### src/rtl/wb_to_avalon_master.sv
// Wishbone classic slave to Avalon-MM master bridge.
// One transfer is in flight at a time. Every bus-facing output is registered.
//
// Handshake semantics:
//   Wishbone side: a request is taken only in IDLE, when wb_cyc_i & wb_stb_i
//   are both high. It is answered by a one-cycle wb_ack_o or wb_err_o, and
//   never by both. wb_stb_i is ignored while a transfer is in progress.
//   Avalon side: m_read/m_write are held stable with address, byteenable and
//   writedata until a cycle with m_waitrequest=0. Read data is taken on the
//   first m_readdatavalid seen in RDATA and ignored in every other state.
//   If wb_cyc_i drops mid-transfer, the Avalon side still finishes, but the
//   Wishbone response is suppressed.
module wb_to_avalon_master #(
  parameter int TIMEOUT = 256
) (
  input  logic        clk,
  input  logic        reset,
  input  logic [29:0] wb_adr_i,
  input  logic [3:0]  wb_sel_i,
  input  logic        wb_we_i,
  input  logic [31:0] wb_dat_i,
  output logic [31:0] wb_dat_o,
  input  logic        wb_cyc_i,
  input  logic        wb_stb_i,
  output logic        wb_ack_o,
  output logic        wb_err_o,
  output logic [29:0] m_address,
  output logic [3:0]  m_byteenable,
  output logic        m_read,
  output logic        m_write,
  output logic [31:0] m_writedata,
  input  logic [31:0] m_readdata,
  input  logic        m_waitrequest,
  input  logic        m_readdatavalid,
  output logic [2:0]  o_dbg_state
);

  // The counter only has to reach TIMEOUT-1, so it is sized for that value.
  localparam int CW = (TIMEOUT > 1) ? $clog2(TIMEOUT) : 1;

  typedef enum logic [2:0] {
    S_IDLE  = 3'd0,
    S_CMD   = 3'd1,
    S_RDATA = 3'd2,
    S_ACK   = 3'd3,
    S_ERR   = 3'd4
  } state_t;

  state_t          r_state;
  state_t          w_next;
  logic            w_start;
  logic            w_rdone;
  logic            w_abort;
  logic            w_tmo_hit;
  logic            r_we;
  logic            r_abort;
  logic [CW-1:0]   r_cnt;
  logic            r_read;
  logic            r_write;
  logic            r_ack;
  logic            r_err;
  logic [29:0]     r_address;
  logic [3:0]      r_byteenable;
  logic [31:0]     r_writedata;
  logic [31:0]     r_rdata;

  assign wb_dat_o     = r_rdata;
  assign wb_ack_o     = r_ack;
  assign wb_err_o     = r_err;
  assign m_address    = r_address;
  assign m_byteenable = r_byteenable;
  assign m_read       = r_read;
  assign m_write      = r_write;
  assign m_writedata  = r_writedata;
  assign o_dbg_state  = r_state;

  // State register; reset overrides any transfer in progress.
  always_ff @(posedge clk) begin
    if (reset) r_state <= S_IDLE;
    else       r_state <= w_next;
  end

  // Next-state decode.
  // Avalon completion takes priority over a timeout that falls in the same cycle.
  always_comb begin
    w_next    = r_state;
    w_start   = 1'b0;
    w_rdone   = 1'b0;
    w_abort   = r_abort | ~wb_cyc_i;
    w_tmo_hit = (TIMEOUT != 0) && (r_cnt == CW'(TIMEOUT - 1));
    case (r_state)
      S_IDLE: begin
        if (wb_cyc_i && wb_stb_i) begin
          w_next  = S_CMD;
          w_start = 1'b1;
        end
      end
      S_CMD: begin
        if (!m_waitrequest) begin
          if (r_we) w_next = w_abort ? S_IDLE : S_ACK;
          else      w_next = S_RDATA;
        end else if (w_tmo_hit) begin
          w_next = w_abort ? S_IDLE : S_ERR;
        end
      end
      S_RDATA: begin
        if (m_readdatavalid) begin
          w_rdone = 1'b1;
          w_next  = w_abort ? S_IDLE : S_ACK;
        end else if (w_tmo_hit) begin
          w_next = w_abort ? S_IDLE : S_ERR;
        end
      end
      S_ACK:   w_next = S_IDLE;
      S_ERR:   w_next = S_IDLE;
      default: w_next = S_IDLE;
    endcase
  end

  // Registered outputs, latched request fields, abort flag and timeout counter.
  always_ff @(posedge clk) begin
    if (reset) begin
      r_we         <= 1'b0;
      r_abort      <= 1'b0;
      r_cnt        <= '0;
      r_read       <= 1'b0;
      r_write      <= 1'b0;
      r_ack        <= 1'b0;
      r_err        <= 1'b0;
      r_address    <= '0;
      r_byteenable <= '0;
      r_writedata  <= '0;
      r_rdata      <= '0;
    end else begin
      r_ack <= (w_next == S_ACK);
      r_err <= (w_next == S_ERR);
      if (w_start) begin
        r_address    <= wb_adr_i;
        r_byteenable <= wb_sel_i;
        r_writedata  <= wb_dat_i;
        r_we         <= wb_we_i;
        r_read       <= ~wb_we_i;
        r_write      <= wb_we_i;
        r_cnt        <= '0;
        r_abort      <= 1'b0;
      end else begin
        if (r_state == S_CMD && w_next != S_CMD) begin
          r_read  <= 1'b0;
          r_write <= 1'b0;
        end
        if (r_state == S_CMD || r_state == S_RDATA) begin
          r_abort <= w_abort;
          if (r_cnt != {CW{1'b1}}) r_cnt <= r_cnt + 1'b1;
        end
      end
      if (w_rdone) r_rdata <= m_readdata;
    end
  end

endmodule

### config.mk
export PLATFORM = sky130hd
export DESIGN_NAME = wb_to_avalon_master
export DESIGN_NICKNAME = d
export VERILOG_FILES = /design/src/rtl/wb_to_avalon_master.sv
export SDC_FILE = /design/constraint.sdc
export NUM_CORES = 1
export LEC_CHECK = 0
export ABC_CLOCK_PERIOD_IN_PS = 1980
export BUFFER_PORTS_ARGS = -buffer_cell sky130_fd_sc_hd__buf_2
export CAP_MARGIN = 20
export CORE_MARGIN = 4
export CORE_UTILIZATION = 46
export CTS_CLUSTER_SIZE = 20
export DETAILED_ROUTE_END_ITERATION = 8
export HOLD_SLACK_MARGIN = 0.06
export PLACE_DENSITY_LB_ADDON = 0.15
export SETUP_SLACK_MARGIN = 0.3
export SLEW_MARGIN = 20
export SYNTH_ARGS = -nofsm -noshare
export SYNTH_HDL_FRONTEND = slang
export SYNTH_SLANG_ARGS = --single-unit
### constraint.sdc
create_clock -name clk -period 1.98 [get_ports clk]
set_input_delay 0 -clock clk [delete_from_list [all_inputs] [get_ports clk]]
set_output_delay 0 -clock clk [all_outputs]
set_load 0.005 [all_outputs]
# Word-level counts from Yosys, hierarchy flattened
# Index checks and enable logic that the tools add are counted.
# W data, S select, Z words.
[word_totals]
ff_bits = 115
input_bits = 105
[classes]
reduce_logical = 7
n_bitwise = 3
n_mux = 15
eq_ne = 7
addsub = 1
[op_table]
columns = ["op", "n"]
rows = [
  ["$mux W3", 5],
  ["$pmux W3 S3", 1],
  ["$add A8 B1 Y8 const B", 1],
  ["$eq A8 B8 Y1 const B", 1],
  ["$ne A8 B8 Y1 const B", 1],
  ["$mux W1", 7],
  ["$eq A3 B2 Y1 const B", 2],
  ["$mux W2", 2],
  ["$eq A3 B1 Y1 const B", 1],
  ["$eq A3 B3 Y1 const B", 1],
  ["$logic_not A3 Y1", 1],
  ["$ne A3 B1 Y1 const B", 1],
  ["$logic_and A1 B1 Y1", 2],
  ["$not A1 Y1", 2],
  ["$reduce_and A2 Y1", 1],
  ["$reduce_bool A2 Y1", 1],
  ["$reduce_or A2 Y1", 1],
  ["$logic_or A1 B1 Y1", 1],
  ["$or A1 B1 Y1", 1],
]

# Depth between registers and ports, before layout
[logic_depth]
ltp_word = 10
mapped_depth = 8
ltp_nobuf = 5

# Worst setup path before layout
# No wires, ideal clock.
[synth_timing]
path_type = "reg2reg"
start = "reg r_cnt[0]"
end = "reg r_cnt[6]"
stages_incl_launch_ff = 7
slack_ps = 179
t_arrival_ps = 1734
path_buffers = 1
period_less_slack_ps = 1801
setup_time_ps = 67
cell_sequence = "dfxtp_1 ha_1 and3_1 a211o_1 buf_6 or4_4 a21oi_2"
[synth_between]
elab_chain_cells = 2
word_cells_on_any_way = 3
classes_between = "1 x add/sub; 1 x eq/ne; 1 x reduce/logical"
[synth_lines]
columns = ["element", "line_no", "text"]
rows = [
  ["start: declaration", "57", "logic [CW-1:0] r_cnt;"],
  ["start signal: assignment", "153", "if (r_cnt != {CW{1'b1}}) r_cnt <= r_cnt + 1'b1;"],
  ["branches (longest 2 deep; another with $add A8 B1 Y8)", "-", ""],
]
# Parallel ways; which one is timed is not known.
# A chain may end at the register's enable or synchronous reset.

# Worst setup path in the final report
[layout_timing]
start = "reg r_cnt[0]"
end = "reg r_cnt[5]"
# Same word-level chain as after synthesis.

==> flow_summary.html <==
<table>
<tr><th>Metric</th><th>Value</th></tr>
<tr><th colspan="2">Power and ir drop</th></tr>
<tr><td>Total power per unit cell area</td><td>840 nW/µm²</td></tr>
<tr><td>Switching component of the power</td><td>1.40 mW</td></tr>
<tr><td>Clk pwr share</td><td>0.466</td></tr>
<tr><td>Static power due to leakage</td><td>3.16 nW</td></tr>
<tr><td>Maximum VDD drop</td><td>553 µV</td></tr>
<tr><td>Combinational Power Share</td><td>0.121</td></tr>
<tr><td>Internal power</td><td>4.57 mW</td></tr>
<tr><td>Switching fraction of total power</td><td>0.235</td></tr>
<tr><td>Share of power burned in registers</td><td>0.412</td></tr>
<tr><th colspan="2">STA</th></tr>
<tr><td>Fin Setup TNS</td><td>0 ns</td></tr>
<tr><td>Transition time at the pin with the least slew margin</td><td>0.489 ns</td></tr>
<tr><td>Setup repair after global routing missed its margin</td><td>yes</td></tr>
<tr><td>Worst relative slew slack</td><td>0.672</td></tr>
<tr><td>Top achievable clock speed</td><td>581 MHz</td></tr>
<tr><td>Worst setup margin</td><td>0.258 ns</td></tr>
<tr><td>Final period util</td><td>0.870</td></tr>
<tr><td>Final Skew</td><td>0.00728 ns</td></tr>
<tr><td>Post-layout min period</td><td>1.72 ns</td></tr>
<tr><td>Count of endpoints failing setup in the final report</td><td>0</td></tr>
<tr><td>Final max-slew violation count</td><td>0</td></tr>
<tr><td>Hold violation total from the final report</td><td>0</td></tr>
<tr><th colspan="2">Floorplan</th></tr>
<tr><td>Die Area</td><td>10900 µm²</td></tr>
<tr><td>Standard-cell rows</td><td>34</td></tr>
<tr><td>Y dimension of the die</td><td>104 µm</td></tr>
<tr><td>Total core area</td><td>8850 µm²</td></tr>
<tr><td>Initial cell density of the core</td><td>0.481</td></tr>
<tr><td>IO Pins</td><td>210</td></tr>
<tr><td>Chip Width</td><td>104 µm</td></tr>
<tr><th colspan="2">Hold path</th></tr>
<tr><td>Type of the worst min-delay path</td><td>primary input to flop</td></tr>
<tr><td>Hold path startpoint</td><td>wb_adr_i[15]</td></tr>
<tr><th colspan="2">Clock network</th></tr>
<tr><td>Clock-pin slew on the worst setup and hold paths</td><td>0.05 ns</td></tr>
<tr><td>Number of levels in the clock H-tree</td><td>4</td></tr>
<tr><td>Clock net sink count</td><td>115</td></tr>
<tr><td>Clock tree from TritonCTS</td><td>built</td></tr>
<tr><td>TritonCTS Buffers</td><td>17</td></tr>
<tr><td>Clock insertion delay at the later pin of the skew report</td><td>0.51 ns</td></tr>
<tr><td>Clock tree root driver cell</td><td>sky130_fd_sc_hd__clkbuf_8</td></tr>
<tr><td>Clock Tree Buf Depth</td><td>2</td></tr>
<tr><th colspan="2">Worst setup path</th></tr>
<tr><td>Endpoint required time on the critical path</td><td>2.41 ns</td></tr>
<tr><td>Worst Setup Path Type</td><td>flop to flop</td></tr>
<tr><td>CP Data Arrival Time</td><td>2.15 ns</td></tr>
<tr><td>Critical path fanouts, max</td><td>7</td></tr>
<tr><td>Startpoint kind of the worst setup timing path</td><td>flop</td></tr>
<tr><td>First element of the critical path</td><td>r_cnt[0]$_SDFFE_PP0P_</td></tr>
<tr><td>R2r startpoint</td><td>r_cnt[0]$_SDFFE_PP0P_</td></tr>
<tr><td>Endpoint class of the critical path</td><td>flop</td></tr>
<tr><th colspan="2">Synth</th></tr>
<tr><td>Synth area leader</td><td>sky130_fd_sc_hd__dfxtp_1</td></tr>
<tr><td>Top post-synthesis cells by area</td><td>sky130_fd_sc_hd__dfxtp_1, sky130_fd_sc_hd__nand2_1, sky130_fd_sc_hd__a21oi_1</td></tr>
<tr><td>Flip-flop and latch count after synthesis</td><td>115</td></tr>
<tr><td>Proportion of synthesized chip area in sequential cells</td><td>0.540</td></tr>
<tr><td>Post-Syn Nets</td><td>635</td></tr>
<tr><td>Count of flip-flops with a built-in enable after synthesis</td><td>0</td></tr>
<tr><td>Area share of the leading cell type in the synthesized netlist</td><td>0.540</td></tr>
<tr><td>Number of unique standard cell types used by synthesis</td><td>43</td></tr>
<tr><td>Synthesis warning total</td><td>0</td></tr>
<tr><td>Most common flop cell mapped by yosys</td><td>sky130_fd_sc_hd__dfxtp_1</td></tr>
<tr><td>Average cell area after synthesis</td><td>8.05 µm²</td></tr>
<tr><td>Gate count of the mapped netlist</td><td>529</td></tr>
<tr><td>Share of async-settable or async-resettable flops after synthesis</td><td>0</td></tr>
<tr><td>Syn Std Cell Area</td><td>4260 µm²</td></tr>
<tr><th colspan="2">Detailed routing</th></tr>
<tr><td>DRC</td><td>0</td></tr>
<tr><td>Vias</td><td>4842</td></tr>
<tr><td>Routed vias/inst</td><td>5.06</td></tr>
<tr><td>Wirelength per Cell</td><td>15.2 µm</td></tr>
<tr><td>Final Routed Wirelength</td><td>14.5 mm</td></tr>
<tr><td>Initial detailed-routing violation count</td><td>251</td></tr>
<tr><td>Number of iterations in the first detailed-routing pass</td><td>4</td></tr>
<tr><td>Antenna-violating nets left</td><td>0</td></tr>
<tr><th colspan="2">Status</th></tr>
<tr><td>Status</td><td>finished, final reports clean</td></tr>
<tr><th colspan="2">Global routing</th></tr>
<tr><td>Maximum number of pins on one net before global-route repair</td><td>48</td></tr>
<tr><td>Vias in the first global route</td><td>4913</td></tr>
<tr><td>Number of antenna violations at the first check in global routing</td><td>0</td></tr>
<tr><td>Total congestion overflow</td><td>0</td></tr>
<tr><td>Global Route Usage Sum</td><td>0.263</td></tr>
<tr><td>Global-route wire length before repair</td><td>23.6 mm</td></tr>
<tr><th colspan="2">Final layout</th></tr>
<tr><td>Most common cell after layout, fill and taps aside</td><td>sky130_fd_sc_hd__buf_2</td></tr>
<tr><td>Count of fill cells added during filler insertion</td><td>550</td></tr>
<tr><td>NumNets Final</td><td>943</td></tr>
<tr><td>Most frequent cells in the layout</td><td>sky130_fd_sc_hd__buf_2, sky130_fd_sc_hd__nand2_1, sky130_fd_sc_hd__dfxtp_1</td></tr>
<tr><td>Ant diodes</td><td>0</td></tr>
<tr><td>Growth of design area from synthesis to finish</td><td>66.8%</td></tr>
<tr><td>Layout cell share with drive strength beyond 1</td><td>0.327</td></tr>
<tr><th colspan="2">Placed design</th></tr>
<tr><td>Worst slack, placed</td><td>0.122 ns</td></tr>
<tr><td>Last weighted congestion value of the routability-driven placer</td><td>0.881</td></tr>
<tr><td>DP HPWL</td><td>8.34 mm</td></tr>
<tr><td>Port bufs</td><td>209</td></tr>
<tr><th colspan="2">Flow run</th></tr>
<tr><td>Maxcap violations</td><td>0</td></tr>
</table>
-- cells in the mapped netlist, types with 3 or more instances --
cell and instances:
sky130_fd_sc_hd__a21oi_1 105, sky130_fd_sc_hd__nand2_1 205, sky130_fd_sc_hd__o31ai_1 3, sky130_fd_sc_hd__dfxtp_1 115
sky130_fd_sc_hd__nand2b_1 3, sky130_fd_sc_hd__buf_2 9, sky130_fd_sc_hd__clkbuf_1 25, sky130_fd_sc_hd__a211oi_1 3
sky130_fd_sc_hd__nor3_1 4, sky130_fd_sc_hd__nor2b_1 3, sky130_fd_sc_hd__or3b_1 3, sky130_fd_sc_hd__nand3_1 4
sky130_fd_sc_hd__nor2_1 7
-- layer usage --
layer / part of all wire / vias to the layer above / routed length, µm / track usage
met1: 0.39 / 2232 / 5610 / 0.280
li1: - / 2363 / - / -
met2: 0.50 / 203 / 7270 / 0.472
met5: 0 / - / 0 / 0
met4: 0.034 / 0 / 498 / 0.110
met3: 0.079 / 44 / 1150 / 0.0906
-- metrics by stage --
step	power (mW)	cells	area, µm²	util	hold WS (ns)
after detailed placement	3.02	815	5370	0.607	0.246
after global routing	6.19	956	7110	0.803	0.290
after CTS	5.98	955	7040	0.795	0.261
after floorplan	2.76	529	4270	-	0.136
after global placement	3.01	815	5370	0.607	0.240
final	5.97	956	7110	0.803	0.285
-- cells by family after synthesis --
kind of cell | after synthesis | synth area share
xor gates and xnor gates | 2 | 0.00588
muxes | 2 | 0.00470
AOI/OAI and AO/OA | 123 | 0.160
and+or+nand+nor | 245 | 0.242
DFF | 115 | 0.540
adders and majority gates | 1 | 0.00294
buffers and inverters | 41 | 0.0441
-- flip-flops by register name, indices dropped and copies added (netlist names) --
register	count
wb_ack_o	1
wb_err_o	1
r_abort	1
m_write	1
m_writedata	32
m_byteenable	4
m_address	30
r_cnt	8
r_we	1
m_read	1
o_dbg_state	3
wb_dat_o	32
-- power by group through the flow --
stage | Sequential, mW | Clock, mW | Combinational (mW)
2_1_floorplan | 2.51 | 0 | 0.257
3_3_place_gp | 2.50 | 0 | 0.504
3_5_place_dp | 2.51 | 0 | 0.512
4_1_cts | 2.46 | 2.83 | 0.691
5_1_grt | 2.47 | 2.93 | 0.795
6_report | 2.46 | 2.79 | 0.726
-- final timing paths --
path	endpoint	slack, ns	cells after the start
max	r_cnt[5]$_SDFFE_PP0P_	0.26	5
min reg2reg	m_address[7]$_SDFFE_PP0P_	0.45	2
min	m_address[15]$_SDFFE_PP0P_	0.29	4
max reg2reg	r_cnt[5]$_SDFFE_PP0P_	0.26	5
-- critical path, cell delays in order, from the launching register on --
cell and delay (ns):
sky130_fd_sc_hd__dfxtp_2 0.33, sky130_fd_sc_hd__ha_4 0.16, sky130_fd_sc_hd__and3_4 0.18, sky130_fd_sc_hd__a211o_4 0.35, sky130_fd_sc_hd__or4_4 0.49, sky130_fd_sc_hd__a21oi_2 0.14
-- layout make-up --
cell class | instances | area, µm² | share of cell area
flip-flops and latches | 115 | 2310 | 0.325
repair buffers | 328 | 2260 | 0.318
multi-input cells | 373 | 1840 | 0.259
clock buffers | 21 | 469 | 0.0660
well taps | 108 | 135 | 0.0190
clock inverters | 9 | 81.3 | 0.0114
inverters | 2 | 7.51 | 0.00106
-- repair_timing --
| item | 4_1_cts | 5_1_grt |
|---|---|---|
| pin swaps | 5 | 7 |
| setup endpoints to repair | 32 | 69 |
| gates cloned | 0 | 1 |
| gates resized for setup | 8 | 13 |
| hold endpoints to repair | 108 | 0 |
| hold buffers | 104 | 0 |
| setup buffers | 6 | 0 |
Note: power is estimated with default switching activity, not from simulation.
